<file path="src/rtl/dm_arbiter_pkg.sv">
// Shared definitions for the data-memory arbiter: access width codes, FSM
// states and the DMA starvation limit. Optional build macro: DM_TRACE_EN.
package dm_arbiter_pkg;

    localparam int unsigned DATA_W       = 32;
    localparam int unsigned ADDR_W_DEF   = 12;
    localparam int unsigned MAX_WAIT_DEF = 4;

    typedef enum logic [1:0] {
        WORD = 2'b00,
        HALF = 2'b01,
        BYTE = 2'b10
    } width_e;

    typedef enum logic [1:0] {
        IDLE   = 2'b00,
        CPU_RD = 2'b01,
        DMA_RD = 2'b10
    } state_e;

    // An access is misaligned when it straddles its natural boundary.
    // The unused code 2'b11 is treated as a word access.
    function automatic logic is_misaligned(input logic [1:0] width,
                                           input logic [1:0] addr_lo);
        case (width_e'(width))
            HALF:    return addr_lo[0];
            BYTE:    return 1'b0;
            default: return addr_lo != 2'b00;
        endcase
    endfunction

endpackage

</file>
<file path="src/rtl/dm_arbiter_lane.sv">
// dm_lane_unit: byte-lane steering for stores and lane select/extend for
// loads. Purely combinational so a future cache can share it.
module dm_lane_unit
    import dm_arbiter_pkg::*;
(
    input  logic [1:0]        st_width,
    input  logic [1:0]        st_addr_lo,
    input  logic [DATA_W-1:0] st_wdata,
    input  logic [1:0]        ld_width,
    input  logic [1:0]        ld_addr_lo,
    input  logic              ld_signed,
    input  logic [DATA_W-1:0] ld_word,
    output logic [3:0]        be_c,
    output logic [DATA_W-1:0] wdata_c,
    output logic [DATA_W-1:0] rdata_c
);

    logic [15:0] ld_half;
    logic [7:0]  ld_byte;

    // Store side: byte enables from width/offset, low data replicated to all lanes.
    always_comb begin
        be_c    = 4'b1111;
        wdata_c = st_wdata;
        case (width_e'(st_width))
            HALF: begin
                be_c    = st_addr_lo[1] ? 4'b1100 : 4'b0011;
                wdata_c = {2{st_wdata[15:0]}};
            end
            BYTE: begin
                be_c    = 4'b0001 << st_addr_lo;
                wdata_c = {4{st_wdata[7:0]}};
            end
            default: ;
        endcase
    end

    // Load side: pick the addressed lane, then zero- or sign-extend it.
    always_comb begin
        ld_half = ld_addr_lo[1] ? ld_word[31:16] : ld_word[15:0];
        ld_byte = ld_word[{ld_addr_lo, 3'b000} +: 8];
        case (width_e'(ld_width))
            HALF:    rdata_c = {{16{ld_signed & ld_half[15]}}, ld_half};
            BYTE:    rdata_c = {{24{ld_signed & ld_byte[7]}}, ld_byte};
            default: rdata_c = ld_word;
        endcase
    end

endmodule

</file>
<file path="src/rtl/dm_arbiter.sv">
// dm_arbiter: shares the single-ported data RAM between the M-stage
// load/store port and the DMA/debug port. Optional build macro DM_TRACE_EN
// adds a store trace built from a shadow read-modify-write.
module dm_arbiter
    import dm_arbiter_pkg::*;
#(
    parameter int unsigned ADDR_W   = ADDR_W_DEF,
    parameter int unsigned MAX_WAIT = MAX_WAIT_DEF
) (
    input  logic              clk,
    input  logic              reset,
    input  logic              cpu_req,
    input  logic              cpu_we,
    input  logic [31:0]       cpu_addr,
    input  logic [31:0]       cpu_wdata,
    input  logic [1:0]        cpu_width,
    input  logic              cpu_loadop,
    output logic              cpu_stall,
    output logic [31:0]       cpu_rdata,
    output logic              cpu_rvalid,
    output logic              cpu_err,
    input  logic              dma_req,
    input  logic              dma_we,
    input  logic [31:0]       dma_addr,
    input  logic [31:0]       dma_wdata,
    output logic              dma_gnt,
    output logic              dma_rvalid,
    output logic [31:0]       dma_rdata,
    output logic              ram_en,
    output logic              ram_we,
    output logic [3:0]        ram_be,
    output logic [ADDR_W-1:0] ram_addr,
    output logic [31:0]       ram_wdata,
    input  logic [31:0]       ram_rdata
);

    localparam int unsigned CNT_W = $clog2(MAX_WAIT + 1);

    state_e           state;
    logic [CNT_W-1:0] wait_cnt;
    logic [1:0]       ld_width_q;
    logic [1:0]       ld_lo_q;
    logic             ld_signed_q;
    logic             err_rvalid_q;

    logic             wait_full;
    logic             arb_open;
    logic             cpu_misal;
    logic             dma_win;
    logic             cpu_win;
    logic             cpu_go;
    logic [3:0]       lane_be;
    logic [31:0]      lane_wdata;
    logic [31:0]      lane_rdata;

    // Upper address bits are deliberately dropped (truncation, no error).
    logic unused_addr_bits;
    assign unused_addr_bits = ^{cpu_addr[31:ADDR_W+2], dma_addr[31:ADDR_W+2], dma_addr[1:0]};

    dm_lane_unit u_lane (
        .st_width   (cpu_width),
        .st_addr_lo (cpu_addr[1:0]),
        .st_wdata   (cpu_wdata),
        .ld_width   (ld_width_q),
        .ld_addr_lo (ld_lo_q),
        .ld_signed  (ld_signed_q),
        .ld_word    (ram_rdata),
        .be_c       (lane_be),
        .wdata_c    (lane_wdata),
        .rdata_c    (lane_rdata)
    );

    // Arbitration: CPU first unless the DMA has waited MAX_WAIT cycles.
    always_comb begin
        wait_full = (wait_cnt == CNT_W'(MAX_WAIT));
        arb_open  = (state == IDLE) && !reset;
        cpu_misal = is_misaligned(cpu_width, cpu_addr[1:0]);
        dma_win   = arb_open && dma_req && (wait_full || !cpu_req);
        cpu_win   = arb_open && cpu_req && !dma_win;
        cpu_go    = cpu_win && !cpu_misal;
        dma_gnt   = dma_win;
        cpu_err   = cpu_win && cpu_misal;
        cpu_stall = cpu_req && !reset
                  && (dma_win || (state == DMA_RD) || (cpu_go && !cpu_we));
    end

    // RAM port mux: at most one requester drives the strobe per cycle.
    always_comb begin
        ram_en    = 1'b0;
        ram_we    = 1'b0;
        ram_be    = 4'b0000;
        ram_addr  = '0;
        ram_wdata = '0;
        if (dma_win) begin
            ram_en    = 1'b1;
            ram_we    = dma_we;
            ram_be    = dma_we ? 4'b1111 : 4'b0000;
            ram_addr  = dma_addr[ADDR_W+1:2];
            ram_wdata = dma_we ? dma_wdata : '0;
        end else if (cpu_go) begin
            ram_en    = 1'b1;
            ram_we    = cpu_we;
            ram_be    = cpu_we ? lane_be : 4'b0000;
            ram_addr  = cpu_addr[ADDR_W+1:2];
            ram_wdata = cpu_we ? lane_wdata : '0;
        end
    end

    // Read-return outputs come straight from the read states.
    always_comb begin
        cpu_rvalid = (state == CPU_RD) || err_rvalid_q;
        cpu_rdata  = (state == CPU_RD) ? lane_rdata : '0;
        dma_rvalid = (state == DMA_RD);
        dma_rdata  = (state == DMA_RD) ? ram_rdata : '0;
    end

    // State, starvation counter and latched load attributes.
    always_ff @(posedge clk) begin
        if (reset) begin
            state        <= IDLE;
            wait_cnt     <= '0;
            ld_width_q   <= 2'b00;
            ld_lo_q      <= 2'b00;
            ld_signed_q  <= 1'b0;
            err_rvalid_q <= 1'b0;
        end else begin
            err_rvalid_q <= cpu_err && !cpu_we;

            if (cpu_go && !cpu_we) begin
                state <= CPU_RD;
            end else if (dma_win && !dma_we) begin
                state <= DMA_RD;
            end else begin
                state <= IDLE;
            end

            if (cpu_go && !cpu_we) begin
                ld_width_q  <= cpu_width;
                ld_lo_q     <= cpu_addr[1:0];
                ld_signed_q <= cpu_loadop;
            end

            if (dma_gnt) begin
                wait_cnt <= '0;
            end else if (dma_req && !wait_full) begin
                wait_cnt <= wait_cnt + CNT_W'(1);
            end
        end
    end

`ifdef DM_TRACE_EN
    logic [ADDR_W-1:0] rd_addr_q;
    logic [ADDR_W-1:0] shadow_addr;
    logic [31:0]       shadow_data;
    logic              shadow_vld;
    logic [31:0]       merge_base;
    logic [31:0]       merged_c;

    // Merge the store lanes over the last word read from the same address.
    always_comb begin
        merge_base = (shadow_vld && (shadow_addr == ram_addr)) ? shadow_data : '0;
        for (int b = 0; b < 4; b++) begin
            merged_c[8*b +: 8] = ram_be[b] ? ram_wdata[8*b +: 8] : merge_base[8*b +: 8];
        end
    end

    // Shadow copy of the last read word, kept coherent with later writes.
    always_ff @(posedge clk) begin
        if (reset) begin
            rd_addr_q   <= '0;
            shadow_addr <= '0;
            shadow_data <= '0;
            shadow_vld  <= 1'b0;
        end else begin
            if (ram_en && !ram_we) begin
                rd_addr_q <= ram_addr;
            end
            if (state != IDLE) begin
                shadow_addr <= rd_addr_q;
                shadow_data <= ram_rdata;
                shadow_vld  <= 1'b1;
            end else if (ram_en && ram_we && shadow_vld && (ram_addr == shadow_addr)) begin
                shadow_data <= merged_c;
            end
            if (cpu_go && cpu_we) begin
                $display("%0t dm_arbiter store addr=%08h data=%08h",
                         $time, cpu_addr, merged_c);
            end
        end
    end
`endif

endmodule

</file>
<file path="config.mk">
export PLATFORM = sky130hd
export DESIGN_NAME = dm_arbiter
export DESIGN_NICKNAME = d
export VERILOG_FILES = /design/src/rtl/dm_arbiter_pkg.sv /design/src/rtl/dm_arbiter_lane.sv /design/src/rtl/dm_arbiter.sv
export SDC_FILE = /design/constraint.sdc
export NUM_CORES = 1
export LEC_CHECK = 0
export BUFFER_PORTS_ARGS = -buffer_cell sky130_fd_sc_hd__clkbuf_2
export CORE_AREA = 2 2 113 115
export CTS_CLUSTER_SIZE = 16
export DETAILED_ROUTE_END_ITERATION = 7
export DIE_AREA = 0 0 115 117
export HOLD_SLACK_MARGIN = 0.05
export MAX_ROUTING_LAYER = met4
export PLACE_DENSITY = 0.5
export SLEW_MARGIN = 20
export SYNTH_ARGS = -nofsm -noshare
export SYNTH_HDL_FRONTEND = slang
export SYNTH_SLANG_ARGS = --single-unit
</file>
<file path="constraint.sdc">
create_clock -name clk -period 6.3 [get_ports clk]
set_input_delay 1.26 -clock clk [delete_from_list [all_inputs] [get_ports clk]]
set_output_delay 1.26 -clock clk [all_outputs]
set_load 0.005 [all_outputs]
</file>
Word level (Yosys, flattened, before mapping)
Cells that the tools add are included.
{"block": "totals", "latchBits": 0, "romBits": 0, "wordCells": 71, "mem_count": 0, "ram_bits": 0, "reg_bits": 11}
{"block": "op_classes", "magnitude_cmp": 0, "reduce_logical": 28, "n_shift": 2, "n_addsub": 1, "eq_ne": 7, "n_mul": 0, "n_bitwise": 2, "muxes": 24, "n_div": 0}
{"op": "two-way mux 32 bit", "count": 6}
{"op": "one-hot mux 32 bit (2 select lines)", "count": 2}
{"op": "indexed part select 32 x 6 -> 8 bit", "count": 1}
{"op": "two-way mux 12 bit", "count": 2}
{"op": "two-way mux 4 bit", "count": 5}
{"op": "two-way mux 16 bit", "count": 1}
{"op": "logical AND 1 bit", "count": 13}
{"op": "one-hot mux 4 bit (2 select lines)", "count": 1}
{"op": "zero test 1 bit", "count": 7}
{"op": "equality test 2 x 1 -> 1 bit, second input constant", "count": 3}
{"op": "equality test 2 bit, second input constant", "count": 3}
{"op": "two-way mux 1 bit", "count": 5}
{"op": "logical OR 1 bit", "count": 4}
{"op": "OR reduction 2 bit", "count": 2}
{"op": "<< shifter 1 x 2 -> 4 bit, first input constant", "count": 1}
{"op": "adder 3 x 1 -> 3 bit, second input constant", "count": 1}
{"op": "equality test 3 bit, second input constant", "count": 1}
{"op": "bitwise AND 1 bit", "count": 2}
{"op": "zero test 2 bit", "count": 1}
{"op": "two-way mux 2 bit", "count": 1}
{"op": "one-hot mux 1 bit (2 select lines)", "count": 1}
{"op": "nonzero test 2 bit", "count": 1}

Longest topological paths before layout
Gate-level depths: netlist of the first run.
{"block": "depth", "word_depth": 10, "ltp_mapped": 9, "ltp_nobuf": 6}

Cells and area by module
Synthesis of the first run repeated with hierarchy kept, for this count alone.
{"block": "hier_totals", "hier_cells": 385, "hier_area_um2": 2647.5}
{"module": "dm_arbiter", "cells_per_inst": 188, "area_each_um2": 1480.2, "n_inst": 1}
{"module": "dm_lane_unit", "cells_per_inst": 197, "area_each_um2": 1167.4, "n_inst": 1}

Worst setup path before layout of the first run
Ideal clock, no wire load.
{"block": "synth_timing", "kind": "input-to-output", "from": "input cpu_width[0]", "to": "output ram_wdata[30]", "setup_slack_ps": 2163, "arrival_ps": 2877, "t_required_ps": 5040, "stages": 9, "path_cell_list": "inv_1 -> ha_1 -> clkbuf_1 -> and2_1 -> nor4_4 -> and2_1 -> buf_4 -> buf_6 -> a32o_1"}
{"block": "synth_between", "elab_chain_len": 6}
{"item": "start: declaration", "line": "dm_arbiter.sv:16", "text": "input logic [1:0] cpu_width,"}
{"item": "equality test 2 bit or equality test 2 x 1 -> 1 bit (tied branches)", "line": "dm_arbiter_pkg.sv:25, dm_arbiter_lane.sv:25"}
{"item": "one-hot mux 1 bit (2 select lines)", "line": "dm_arbiter_pkg.sv:25", "text": "case (width_e'(width))"}
{"item": "zero test 1 bit", "line": "dm_arbiter.sv:80", "text": "cpu_go = cpu_win && !cpu_misal;"}
{"item": "logical AND 1 bit", "line": "dm_arbiter.sv:80"}
{"item": "two-way mux 32 bit (*)", "line": "dm_arbiter.sv:100", "text": "end else if (cpu_go) begin"}
{"item": "two-way mux 32 bit (*)", "line": "dm_arbiter.sv:94", "text": "if (dma_win) begin"}
{"item": "end: declaration", "line": "dm_arbiter.sv:33", "text": "output logic [31:0] ram_wdata,"}
Every way passes the cells marked *; elsewhere a longest branch is shown, timed or not.

Final worst setup path of the first run
{"block": "layout_timing", "from": "input reset", "to": "output ram_wdata[8]"}
{"block": "layout_between", "elab_chain_len": 9}
{"item": "start: declaration", "line": "dm_arbiter.sv:11", "text": "input logic reset,"}
{"item": "zero test 1 bit (*)", "line": "dm_arbiter.sv:76", "text": "arb_open = (state == IDLE) && !reset;"}
{"item": "logical AND 1 bit (*)", "line": "dm_arbiter.sv:76"}
{"item": "logical AND 1 bit (2 in series)", "line": "dm_arbiter.sv:78", "text": "dma_win = arb_open && dma_req && (wait_full || !cpu_req);"}
{"item": "zero test 1 bit", "line": "dm_arbiter.sv:79", "text": "cpu_win = arb_open && cpu_req && !dma_win;"}
{"item": "logical AND 1 bit", "line": "dm_arbiter.sv:79"}
{"item": "logical AND 1 bit", "line": "dm_arbiter.sv:80"}
{"item": "two-way mux 32 bit", "line": "dm_arbiter.sv:100"}
{"item": "two-way mux 32 bit (*)", "line": "dm_arbiter.sv:94"}
Marks and branches as above.

==> key figures, run 1 <==
Layout
  – Antenna diode count: 0
  – Leading cell types in the layout, fill and taps excluded: sky130_fd_sc_hd__clkbuf_2 (249), sky130_fd_sc_hd__nand2_1 (41), sky130_fd_sc_hd__and2_1 (34)
  – Layout net count: 751
  – Synthesis-to-finish area growth: 59.32%
  – Cell area after layout: 3774 um^2
  – Final standard cell utilization of the core: 30.65%
  – Fraction of final layout cells sized beyond drive strength 1: 47.48%
  – Commonest non-fill, non-tap cell in the layout: sky130_fd_sc_hd__clkbuf_2

GRT
  – Final global-route overflow total: 0
  – Largest net degree at the start of global routing: 45
  – Gr usage total: 15.80%
  – Number of antenna violations at the first check in global routing: 0
  – First-pass GRT wire length: 16550 um
  – Via count of the first global-routing pass: 3225

Power and ir drop
  – Leak Pwr: 2.094 nW
  – P per Cell Area: 101.2 nW/um^2
  – IR drop worst, VDD: 95.20 uV

Worst setup path
  – Category of the most critical setup path: in -> out
  – Worst r2r src: state[0]
  – End of the worst register-to-register path: ld_signed_q
  – Arrival time reported for the critical path endpoint: 3.65 ns
  – Crit path max-delay cell type: sky130_fd_sc_hd__and2_1
  – Ordered list of cells on the worst path: clkbuf_2 -> or4b_4 -> nor4_4 -> buf_4 -> and2_1 -> a32o_1 -> clkbuf_2
  – Count of cells along the worst register-to-register path: 5
  – Most used cell along the critical path: sky130_fd_sc_hd__clkbuf_2
  – Required time at the endpoint of the critical path: 5.04 ns
  – Worst Path Max Fanout: 25
  – Delay of the slowest cell on the worst path: 0.75 ns
  – Element type at the critical path start: primary input
  – Worst reg-to-reg setup slack: 3.86 ns
  – Endpoint kind of the worst setup timing path: primary output

Die
  – Core Box Area: 12310 um^2
  – Starting density of the core: 19.24%
  – Site Rows: 41
  – Chip Width: 115 um
  – Count of pins on the block boundary: 288
  – Die Outline Area: 13460 um^2
  – Die Span Y: 117 um

Clock network
  – Count of clock tree sinks: 11
  – Clock tree from TritonCTS: built
  – Clock buffers created by TritonCTS: 3
  – Hold-fix buffers at CTS: 0
  – Clock Root Buffer: sky130_fd_sc_hd__clkbuf_16
  – Post_cts resized: 0
  – Clock latency on the worst-skew pair: 0.23 ns
  – H-tree depth: 1
  – Post-CTS setup repair buffer count: 0
  – Number of buffers on the longest clock path: 2
  – Clock transition at the registers of the reported paths: 0.04 ns

Placed design
  – Post-Place Cell Area: 3689 um^2
  – Estimated wirelength of the detail-placed design: 9632 um
  – Port Buffer Count: 249
  – Gpl congestion: 0.8862

STA
  – Clock Skews: 0.002104 ns
  – Final max-slew violation count: 0
  – Total Negative Setup Slacks: 0 ns
  – Post-layout min period: 4.909 ns
  – Number of hold-slack violations in the final timing report: 0
  – Headroom to the max-slew limit: 39.72%
  – Final period utilization: 77.92%
  – Timing-limited maximum frequency: 203.7 MHz
  – Endpoints failing setup: 0
  – Worst-margin pin slew: 0.9041 ns
  – Unrepaired setup endpoints after global routing: false

Drt
  – Vias after detailed routing: 3510
  – Total Routed Length: 11420 um
  – Count of TritonRoute iterations in the first routing pass: 4
  – Post-route antenna net violation count: 0
  – Iteration-0 DRC Markers: 159
  – Post-detailed-route wirelength per cell: 15.76 um
  – Mean number of vias per cell: 4.841
  – Post-detailed-route DRC marker count: 0

Worst hold path
  – Hold Path Sink: ld_width_q[0]
  – Worst Hold Launch: ld_width_q[0]
  – Worst hold path stage count: 2
  – Tightest Hold Check Type: reg -> reg

Logic synthesis
  – Top-area cell type share of the netlist area: 9.297%
  – Number of enable flip-flop cells after synthesis: 0
  – Yosys Warn Count: 0
  – Async set-or-reset flop fraction in the synthesized netlist: 0%
  – Most instantiated flip-flop cell in the synthesis netlist: sky130_fd_sc_hd__dfxtp_1
  – Cells after synthesis: 352
  – Post-synthesis register bit count: 11
  – Number of different library cells in the post-synthesis netlist: 42
  – Synth Net Count: 527
  – Mapped cell area: 2369 um^2
  – Biggest area contributors in the synthesized netlist: sky130_fd_sc_hd__dfxtp_1 (9.3%), sky130_fd_sc_hd__and2_1 (9.2%), sky130_fd_sc_hd__a22o_1 (7.4%), sky130_fd_sc_hd__a21oi_1 (7.0%), sky130_fd_sc_hd__a32o_1 (6.8%)
  – Seq/Total Area, Yosys: 9.297%
  – Library cell with the largest summed area after synthesis: sky130_fd_sc_hd__dfxtp_1
  – Average cell area after synthesis: 6.729 um^2

Status
  – Run status: completed

Job
  – Max Cap Violations: 0
## layer usage
| layer | up-vias | part of all wire (%) | track usage [%] |
|---|---|---|---|
| li1 | 1731 | - | - |
| met1 | 1598 | 39 | 17.35 |
| met2 | 175 | 52 | 30.71 |
| met3 | 6 | 7.6 | 2.832 |
| met4 | 0 | 1.1 | 1.526 |
| met5 | - | 0 | - |
## cells in the mapped netlist, types with 8 or more instances
master	n
sky130_fd_sc_hd__a21oi_1	33
sky130_fd_sc_hd__a221o_1	8
sky130_fd_sc_hd__a22o_1	20
sky130_fd_sc_hd__a32o_1	16
sky130_fd_sc_hd__and2_1	35
sky130_fd_sc_hd__clkbuf_1	28
sky130_fd_sc_hd__dfxtp_1	11
sky130_fd_sc_hd__inv_1	11
sky130_fd_sc_hd__nand2_1	41
sky130_fd_sc_hd__nand2b_1	19
sky130_fd_sc_hd__nand3_1	8
sky130_fd_sc_hd__nor2_1	21
sky130_fd_sc_hd__nor3b_1	8
sky130_fd_sc_hd__o21ai_0	19
sky130_fd_sc_hd__o2bb2ai_1	8
## where the power goes
group	internal [mW]	switching (mW)	total, mW
registers	0.0733	0.00412	0.0774
clock network	0.0847	0.0282	0.113
logic	0.0909	0.101	0.192
## metrics by stage
step	setup WS (ns)	hold WS, ns	power (mW)	std cells
finish	1.391	0.5136	0.3819	725
global route	1.208	0.5347	0.4081	725
CTS	1.390	0.5117	0.3852	725
detailed placement	1.394	0.5024	0.2709	721
global placement	1.440	0.4938	0.2677	721
floorplan	2.163	0.4641	0.1768	352
## logic make-up after synthesis
family	Yosys count	synth area share, %
buffers and inverters	48	8.874
AOI/OAI and AO/OA	122	37.93
adders and majority gates	6	3.169
muxes	13	5.917
DFF	11	9.297
and+or+nand+nor	150	34.07
xor gates and xnor gates	2	0.7397
## worst max-delay path, delay by kind of cell
family                 cells  cell delay (ns)
AND/OR/NAND/NOR            3             1.55
buffers and inverters      3             0.54
AO/OA/AOI/OAI              1             0.28
## state kept, by name, summed over array words and instances (netlist names)
register,flops
err_rvalid_q,1
ld_width_q,2
ld_signed_q,1
state,2
wait_cnt,3
ld_lo_q,2
## worst max-delay path by stage
stage            startpoint            end  slack (ns)  depth (start not counted)
3_3_place_gp          reset   ram_wdata[9]        1.44                          7
5_1_grt               reset   ram_wdata[8]        1.21                          7
6_report              reset   ram_wdata[8]        1.39                          7
2_1_floorplan  cpu_width[0]  ram_wdata[30]        2.16                          9
4_1_cts               reset   ram_wdata[8]        1.39                          7
3_5_place_dp          reset  ram_wdata[25]        1.39                          7
## layout make-up
| class | count | area [um^2] |
|---|---|---|
| fill | 1361 | 8538 |
| sequential | 11 | 220.2 |
| clock buffer | 4 | 78.83 |
| multi-input combinational | 293 | 1947 |
| inverter | 11 | 41.29 |
| timing repair buffer | 256 | 1299 |
| tap | 150 | 187.7 |
No activity file was read; power rests on OpenSTA's default activity.
==> run 2, diff against run 1 <==
ABC_AREA = 1   (was default)
PLACE_DENSITY = 0.55   (was 0.5)
clock period = 3.95 ns   (was 6.3 ns; I/O delays follow)
==> key figures, run 2 <==
Status
  – Run status: completed (unchanged)

Layout
  – Layout net count: 914 (was 751)
  – Leading cell types in the layout, fill and taps excluded: sky130_fd_sc_hd__clkbuf_2 (249), sky130_fd_sc_hd__nand2_1 (111), sky130_fd_sc_hd__nand3_1 (73) (was sky130_fd_sc_hd__clkbuf_2 (249), sky130_fd_sc_hd__nand2_1 (41), sky130_fd_sc_hd__and2_1 (34))
  – Fraction of final layout cells sized beyond drive strength 1: 39.30% (was 47.48%)
  – Final standard cell utilization of the core: 32.99% (was 30.65%)
  – Cell area after layout: 4061 um^2 (was 3774 um^2)
  – Commonest non-fill, non-tap cell in the layout: sky130_fd_sc_hd__clkbuf_2 (unchanged)
  – Antenna diode count: 0 (unchanged)
  – Largest register by flop count: wait_cnt (unchanged)
  – Flip-flop count of the largest register, all copies and words added: 3 (unchanged)
  – Final std cells w/o fill: 888 (was 725)
  – Synthesis-to-finish area growth: 51.47% (was 59.32%)

STA
  – Post-layout min period: 3.419 ns
  – Endpoints failing setup: 0 (unchanged)
  – Worst-margin pin slew: 1.014 ns (was 0.9041 ns)
  – Total Negative Setup Slacks: 0 ns (unchanged)
  – Least setup slack across all paths after layout: 0.5314 ns (was 1.391 ns)
  – Unrepaired setup endpoints after global routing: false (unchanged)
  – Clock Skews: 0.001956 ns (was 0.002104 ns)
  – Timing-limited maximum frequency: 292.5 MHz
  – Number of hold-slack violations in the final timing report: 0 (unchanged)
  – Worst hold slack: 0.4753 ns (was 0.5136 ns)
  – Final max-slew violation count: 0 (unchanged)
  – Final period utilization: 86.55%
  – Headroom to the max-slew limit: 32.33% (was 39.72%)

Worst setup path
  – Element type at the critical path start: primary input (unchanged)
  – Endpoint kind of the worst setup timing path: primary output (unchanged)
  – Required time at the endpoint of the critical path: 3.16 ns (was 5.04 ns)
  – Category of the most critical setup path: in -> out (unchanged)
  – Worst Path Max Fanout: 14 (was 25)
  – Arrival time reported for the critical path endpoint: 2.63 ns (was 3.65 ns)

Die
  – Core Box Area: 12310 um^2 (unchanged)
  – Site Rows: 41 (unchanged)
  – Starting density of the core: 21.78% (was 19.24%)
  – Count of pins on the block boundary: 288 (unchanged)
  – Chip Width: 115 um (unchanged)
  – Die Outline Area: 13460 um^2 (unchanged)
  – Die Span Y: 117 um (unchanged)

GRT
  – Largest net degree at the start of global routing: 49 (was 45)
  – Number of antenna violations at the first check in global routing: 0 (unchanged)
  – First-pass GRT wire length: 18370 um (was 16550 um)
  – Via count of the first global-routing pass: 3613 (was 3225)
  – Final global-route overflow total: 0 (unchanged)
  – Gr usage total: 17.69% (was 15.80%)

Logic synthesis
  – Average cell area after synthesis: 5.206 um^2 (was 6.729 um^2)
  – Area fraction in compound gates after synthesis: 25.90% (was 37.93%)
  – Cells after synthesis: 515 (was 352)
  – Post-synthesis register bit count: 11 (unchanged)
  – Number of enable flip-flop cells after synthesis: 0 (unchanged)
  – Seq/Total Area, Yosys: 8.213% (was 9.297%)
  – Synth Net Count: 690 (was 527)
  – Top cells by count, synth: sky130_fd_sc_hd__nand2_1 (111), sky130_fd_sc_hd__nand3_1 (73), sky130_fd_sc_hd__nor2_1 (72) (was sky130_fd_sc_hd__nand2_1 (41), sky130_fd_sc_hd__and2_1 (35), sky130_fd_sc_hd__a21oi_1 (33))
  – Xor and xnor fraction of the mapped netlist area: 0.3266% (was 0.7396%)
  – Share of cell area taken by muxes after synthesis: 0% (was 5.917%)
  – Biggest area contributors in the synthesized netlist: sky130_fd_sc_hd__nand2_1 (16%), sky130_fd_sc_hd__nand3_1 (14%), sky130_fd_sc_hd__nor2_1 (10%), sky130_fd_sc_hd__dfxtp_1 (8.2%), sky130_fd_sc_hd__o21ai_0 (8.2%) (was sky130_fd_sc_hd__dfxtp_1 (9.3%), sky130_fd_sc_hd__and2_1 (9.2%), sky130_fd_sc_hd__a22o_1 (7.4%), sky130_fd_sc_hd__a21oi_1 (7.0%), sky130_fd_sc_hd__a32o_1 (6.8%))
  – Async set-or-reset flop fraction in the synthesized netlist: 0% (unchanged)
  – Area share of fa/ha/maj cells after synthesis: 2.800% (was 3.170%)
  – Top-area cell type share of the netlist area: 15.54% (was 9.297%)
  – Largest family of logic cells by synthesized area: simple AND/OR/NAND/NOR gates (was compound AO/OA/AOI/OAI gates)
  – Number of different library cells in the post-synthesis netlist: 28 (was 42)
  – Most instantiated library cell after synthesis: sky130_fd_sc_hd__nand2_1 (unchanged)
  – Most instantiated flip-flop cell in the synthesis netlist: sky130_fd_sc_hd__dfxtp_1 (unchanged)
  – Simple-gate share of the synthesized area: 47.83% (was 34.07%)
  – Library cell with the largest summed area after synthesis: sky130_fd_sc_hd__nand2_1 (was sky130_fd_sc_hd__dfxtp_1)
  – Yosys Warn Count: 0 (unchanged)
  – Mapped cell area: 2681 um^2 (was 2369 um^2)

Placed design
  – Port Buffer Count: 249 (unchanged)
  – Gpl congestion: 0.8219 (was 0.8862)
  – Post-Place Setup Slack: 0.4633 ns (was 1.394 ns)
  – Placed Instances: 884 (was 721)
  – Estimated wirelength of the detail-placed design: 10370 um (was 9632 um)
  – Post-Place Cell Area: 3981 um^2 (was 3689 um^2)

Drt
  – Total Routed Length: 12660 um (was 11420 um)
  – Vias after detailed routing: 4161 (was 3510)
  – Iteration-0 DRC Markers: 276 (was 159)
  – Count of TritonRoute iterations in the first routing pass: 4 (unchanged)
  – Met2 Routed Length: 6369 um (was 5989 um)
  – Post-detailed-route wirelength per cell: 14.25 um (was 15.76 um)
  – Met3 WL post-DR: 1063 um (was 866 um)
  – Mean number of vias per cell: 4.686 (was 4.841)
  – Post-detailed-route DRC marker count: 0 (unchanged)
  – Wire length on met1: 4876 um (was 4436 um)
  – Post-route antenna net violation count: 0 (unchanged)
  – Top routing layer used: met4 (unchanged)

Clock network
  – Post_cts resized: 0 (unchanged)
  – Count of clock tree sinks: 11 (unchanged)
  – H-tree depth: 1 (unchanged)
  – Clock latency on the worst-skew pair: 0.23 ns (about the same)
  – Clock buffers created by TritonCTS: 3 (unchanged)
  – Clock tree from TritonCTS: built (unchanged)
  – Hold-fix buffers at CTS: 0 (unchanged)
  – Clock Root Buffer: sky130_fd_sc_hd__clkbuf_16 (unchanged)
  – Number of buffers on the longest clock path: 2 (unchanged)
  – Post-CTS setup repair buffer count: 0 (unchanged)
  – Clock transition at the registers of the reported paths: 0.04 ns (about the same)

Power and ir drop
  – Power, Total: 645.9 uW (was 381.9 uW)
  – P per Cell Area: 159.0 nW/um^2 (was 101.2 nW/um^2)
  – Leak Pwr: 2.278 nW (was 2.094 nW)
  – IR drop worst, VDD: 93.19 uV (was 95.20 uV)

Worst hold path
  – Tightest Hold Check Type: reg -> reg (unchanged)

Job
  – Max Cap Violations: 0 (unchanged)
-- run 2: area by class of cell --
cell class | instances | area [um^2]
tap | 150 | 187.7
fill | 1459 | 8250
sequential | 11 | 220.2
inverter | 53 | 198.9
multi-input combinational | 412 | 2061
clock inverter | 1 | 5.005
timing repair buffer | 258 | 1314
clock buffer | 3 | 75.07
-- run 2: critical path, stage by stage --
cell and delay, ns:
sky130_fd_sc_hd__clkbuf_2 0.09, sky130_fd_sc_hd__inv_2 0.12, sky130_fd_sc_hd__nand4_1 0.18, sky130_fd_sc_hd__nor2_4 0.34, sky130_fd_sc_hd__nand2_1 0.40, sky130_fd_sc_hd__buf_4 0.32
sky130_fd_sc_hd__o21ai_0 0.22, sky130_fd_sc_hd__clkbuf_2 0.15
-- run 2: kinds of logic (layout without fill, tap and decap cells) --
group / count (synthesis) / after routing
and+or+nand+nor: 279 / 279
AOI/OAI and AO/OA: 126 / 126
buffers and inverters: 92 / 315
DFF: 11 / 11
adders and majority gates: 6 / 6
xor gates and xnor gates: 1 / 1
-- run 2: worst paths after layout --
| path | start | end | slack (ns) | cells past startpoint |
|---|---|---|---|---|
| max | reset | ram_wdata[28] | 0.53 | 8 |
| max reg2reg | wait_cnt[0] | wait_cnt[1] | 2.07 | 10 |
| min | ld_lo_q[1] | ld_lo_q[1] | 0.48 | 2 |
| min reg2reg | ld_lo_q[1] | ld_lo_q[1] | 0.48 | 2 |
-- run 2: power breakdown --
part / switching [mW] / internal [mW] / leakage [nW]
Combinational: 0.210 / 0.134 / 2.15
Sequential: 0.00318 / 0.116 / 0.0894
Clock: 0.0483 / 0.134 / 0.0409
Total: 0.262 / 0.384 / 2.28
-- run 2: layer usage --
metal,vias to the layer above,global-route usage [%]
met1,1770,19.45
met4,0,5.944
met2,235,33.49
li1,2140,-
met5,-,-
met3,16,1.545
==> run 3, diff against run 2 <==
GPL_TIMING_DRIVEN = 0   (was default)
PLACE_DENSITY = 0.53   (was 0.55)
clock period = 4.3 ns   (was 3.95 ns; I/O delays follow)
==> key figures, run 3 (synthesis gave the netlist of run 2 again) <==
STA
  – Clock Skews: 0.001021 ns (was 0.001956 ns)
  – Total Negative Setup Slacks: 0 ns (unchanged)
  – Timing-limited maximum frequency: 292.9 MHz
  – Post-layout min period: 3.414 ns
  – Unrepaired setup endpoints after global routing: false (unchanged)
  – Final max-slew violation count: 0 (unchanged)
  – Final period utilization: 79.40%
  – Endpoints failing setup: 0 (unchanged)
  – Worst hold slack: 0.4787 ns (was 0.4753 ns)
  – Worst-margin pin slew: 0.5958 ns (was 1.014 ns)
  – Number of hold-slack violations in the final timing report: 0 (unchanged)
  – Headroom to the max-slew limit: 60.28% (was 32.33%)

Drt
  – Post-detailed-route wirelength per cell: 15.01 um (was 14.25 um)
  – Mean number of vias per cell: 4.773 (was 4.686)
  – Iteration-0 DRC Markers: 292 (was 276)
  – Total Routed Length: 13770 um (was 12660 um)
  – Vias after detailed routing: 4377 (was 4161)
  – Count of TritonRoute iterations in the first routing pass: 5 (was 4)
  – Post-detailed-route DRC marker count: 0 (unchanged)
  – Post-route antenna net violation count: 0 (unchanged)

Die
  – Starting density of the core: 21.78% (unchanged)
  – Die Outline Area: 13460 um^2 (unchanged)
  – Core Box Area: 12310 um^2 (unchanged)
  – Count of pins on the block boundary: 288 (unchanged)
  – Site Rows: 41 (unchanged)
  – Chip Width: 115 um (unchanged)
  – Die Span Y: 117 um (unchanged)

GRT
  – Via count of the first global-routing pass: 3920 (was 3613)
  – Final global-route overflow total: 0 (unchanged)
  – Largest net degree at the start of global routing: 11 (was 49)
  – First-pass GRT wire length: 20220 um (was 18370 um)
  – Gr usage total: 19.65% (was 17.69%)
  – Number of antenna violations at the first check in global routing: 0 (unchanged)

Layout
  – Leading cell types in the layout, fill and taps excluded: sky130_fd_sc_hd__clkbuf_2 (248), sky130_fd_sc_hd__nand2_1 (111), sky130_fd_sc_hd__nand3_1 (73) (was sky130_fd_sc_hd__clkbuf_2 (249), sky130_fd_sc_hd__nand2_1 (111), sky130_fd_sc_hd__nand3_1 (73))
  – Cell area after layout: 4190 um^2 (was 4061 um^2)
  – Layout net count: 943 (was 914)
  – Flip-flop count of the largest register, all copies and words added: 3 (unchanged)
  – Fraction of final layout cells sized beyond drive strength 1: 38.46% (was 39.30%)
  – Final std cells w/o fill: 917 (was 888)
  – Antenna diode count: 0 (unchanged)
  – Largest register by flop count: wait_cnt (unchanged)
  – Commonest non-fill, non-tap cell in the layout: sky130_fd_sc_hd__clkbuf_2 (unchanged)
  – Synthesis-to-finish area growth: 56.28% (was 51.47%)

Power and ir drop
  – IR drop worst, VDD: 70.49 uV (was 93.19 uV)
  – Power, Total: 614.1 uW (was 645.9 uW)
  – Internal power contribution: 358.4 uW (was 384.1 uW)
  – Reported net switching power: 255.8 uW (was 261.8 uW)
  – Leak Pwr: 2.335 nW (was 2.278 nW)
  – P per Cell Area: 146.6 nW/um^2 (was 159.0 nW/um^2)
  – Switching part of the total power: 41.65% (was 40.54%)
  – Part of the total power dissipated in the clock network: 28.0% (was 28.2%)
  – Power share of the combinational group: 54.1% (was 53.4%)
  – Portion of total power attributed to sequential cells: 17.9% (was 18.4%)

Clock network
  – Count of clock tree sinks: 11 (unchanged)
  – Clock buffers created by TritonCTS: 3 (unchanged)
  – Clock Root Buffer: sky130_fd_sc_hd__clkbuf_16 (unchanged)
  – Hold-fix buffers at CTS: 0 (unchanged)
  – Post_cts resized: 0 (unchanged)
  – Post-CTS setup repair buffer count: 0 (unchanged)
  – Clock tree from TritonCTS: built (unchanged)
  – H-tree depth: 1 (unchanged)
  – Clock transition at the registers of the reported paths: 0.04 ns (about the same)
  – Number of buffers on the longest clock path: 2 (unchanged)
  – Clock latency on the worst-skew pair: 0.24 ns (was 0.23 ns)

Worst setup path
  – Worst r2r src: wait_cnt[0] (unchanged)
  – Required time at the endpoint of the critical path: 3.44 ns (was 3.16 ns)
  – Endpoint kind of the worst setup timing path: primary output (unchanged)
  – Crit path max-delay cell type: sky130_fd_sc_hd__ha_1 (was sky130_fd_sc_hd__nand2_1)
  – Ordered list of cells on the worst path: clkbuf_2 -> inv_1 -> ha_1 -> inv_2 -> nand2_1 -> o21ai_2 -> nand2_1 -> buf_4 -> buf_6 -> o21ai_1 -> clkbuf_2 (was clkbuf_2 -> inv_2 -> nand4_1 -> nor2_4 -> nand2_1 -> buf_4 -> o21ai_0 -> clkbuf_2)
  – Worst Path Max Fanout: 10 (was 14)
  – Element type at the critical path start: primary input (unchanged)
  – Delay of the slowest cell on the worst path: 0.31 ns (was 0.40 ns)
  – Arrival time reported for the critical path endpoint: 2.55 ns (was 2.63 ns)
  – Worst setup startpoint: cpu_width[0] (was reset)
  – Worst reg-to-reg setup slack: 2.75 ns (was 2.07 ns)
  – Category of the most critical setup path: in -> out (unchanged)

Worst hold path
  – Worst Hold Launch: wait_cnt[1] (was ld_lo_q[1])
  – Tightest Hold Check Type: reg -> reg (unchanged)

Placed design
  – Post-Place Cell Area: 4110 um^2 (was 3981 um^2)
  – Estimated wirelength of the detail-placed design: 11710 um (was 10370 um)
  – Gpl congestion: 0.9655 (was 0.8219)
  – Placed Instances: 913 (was 884)
  – Port Buffer Count: 248 (was 249)

Status
  – Run status: completed (unchanged)

Job
  – Max Cap Violations: 0 (unchanged)
==> run 3: cell count changes in the layout (fill, tap and decap cells not counted), sizes merged <==
cell,delta
clkbuf,+21
buf,+8
==> run 3: power by group through the flow <==
stage | sequential, mW | clock [mW] | combinational [mW]
2_1_floorplan | 0.111 | 0 | 0.172
3_3_place_gp | 0.112 | 0 | 0.334
3_5_place_dp | 0.112 | 0 | 0.333
4_1_cts | 0.110 | 0.178 | 0.334
5_1_grt | 0.111 | 0.183 | 0.372
6_report | 0.110 | 0.172 | 0.332
==> run 3: path summary, 6_finish.rpt <==
kind,to,cells after the start
min reg2reg,wait_cnt[1],2
max reg2reg,wait_cnt[1],10
min,wait_cnt[1],2
max,ram_wdata[6],11
==> run 3: area by class of cell <==
type	count	area [um^2]
Clock inverter	1	5.005
Clock buffer	3	75.07
Buffer	39	201.4
Inverter	53	198.9
Tap cell	150	187.7
Sequential cell	11	220.2
Timing Repair Buffer	248	1241
Fill cell	1457	8122
Multi-Input combinational cell	412	2061
==> run 3: critical path: cells and delay by family <==
| family | cells | cell delay [ns] |
|---|---|---|
| AND/OR/NAND/NOR | 2 | 0.20 |
| buffers and inverters | 6 | 0.79 |
| adder cells (fa/ha/maj) | 1 | 0.31 |
| AO/OA/AOI/OAI | 2 | 0.37 |
==> run 3: metrics by stage <==
step           setup WS, ns  util [%]
2_1_floorplan         1.462         -
3_3_place_gp         0.8626     33.38
3_5_place_dp         0.8484     33.38
4_1_cts              0.8319     34.03
5_1_grt              0.7062     34.03
6_report             0.8858     34.03
==> run 3: layer usage <==
metal	part of all wire, %	global-route usage, %
met3	8.4	2.678
met2	49	36.04
met5	0	-
met1	39	21.60
met4	3.0	7.550
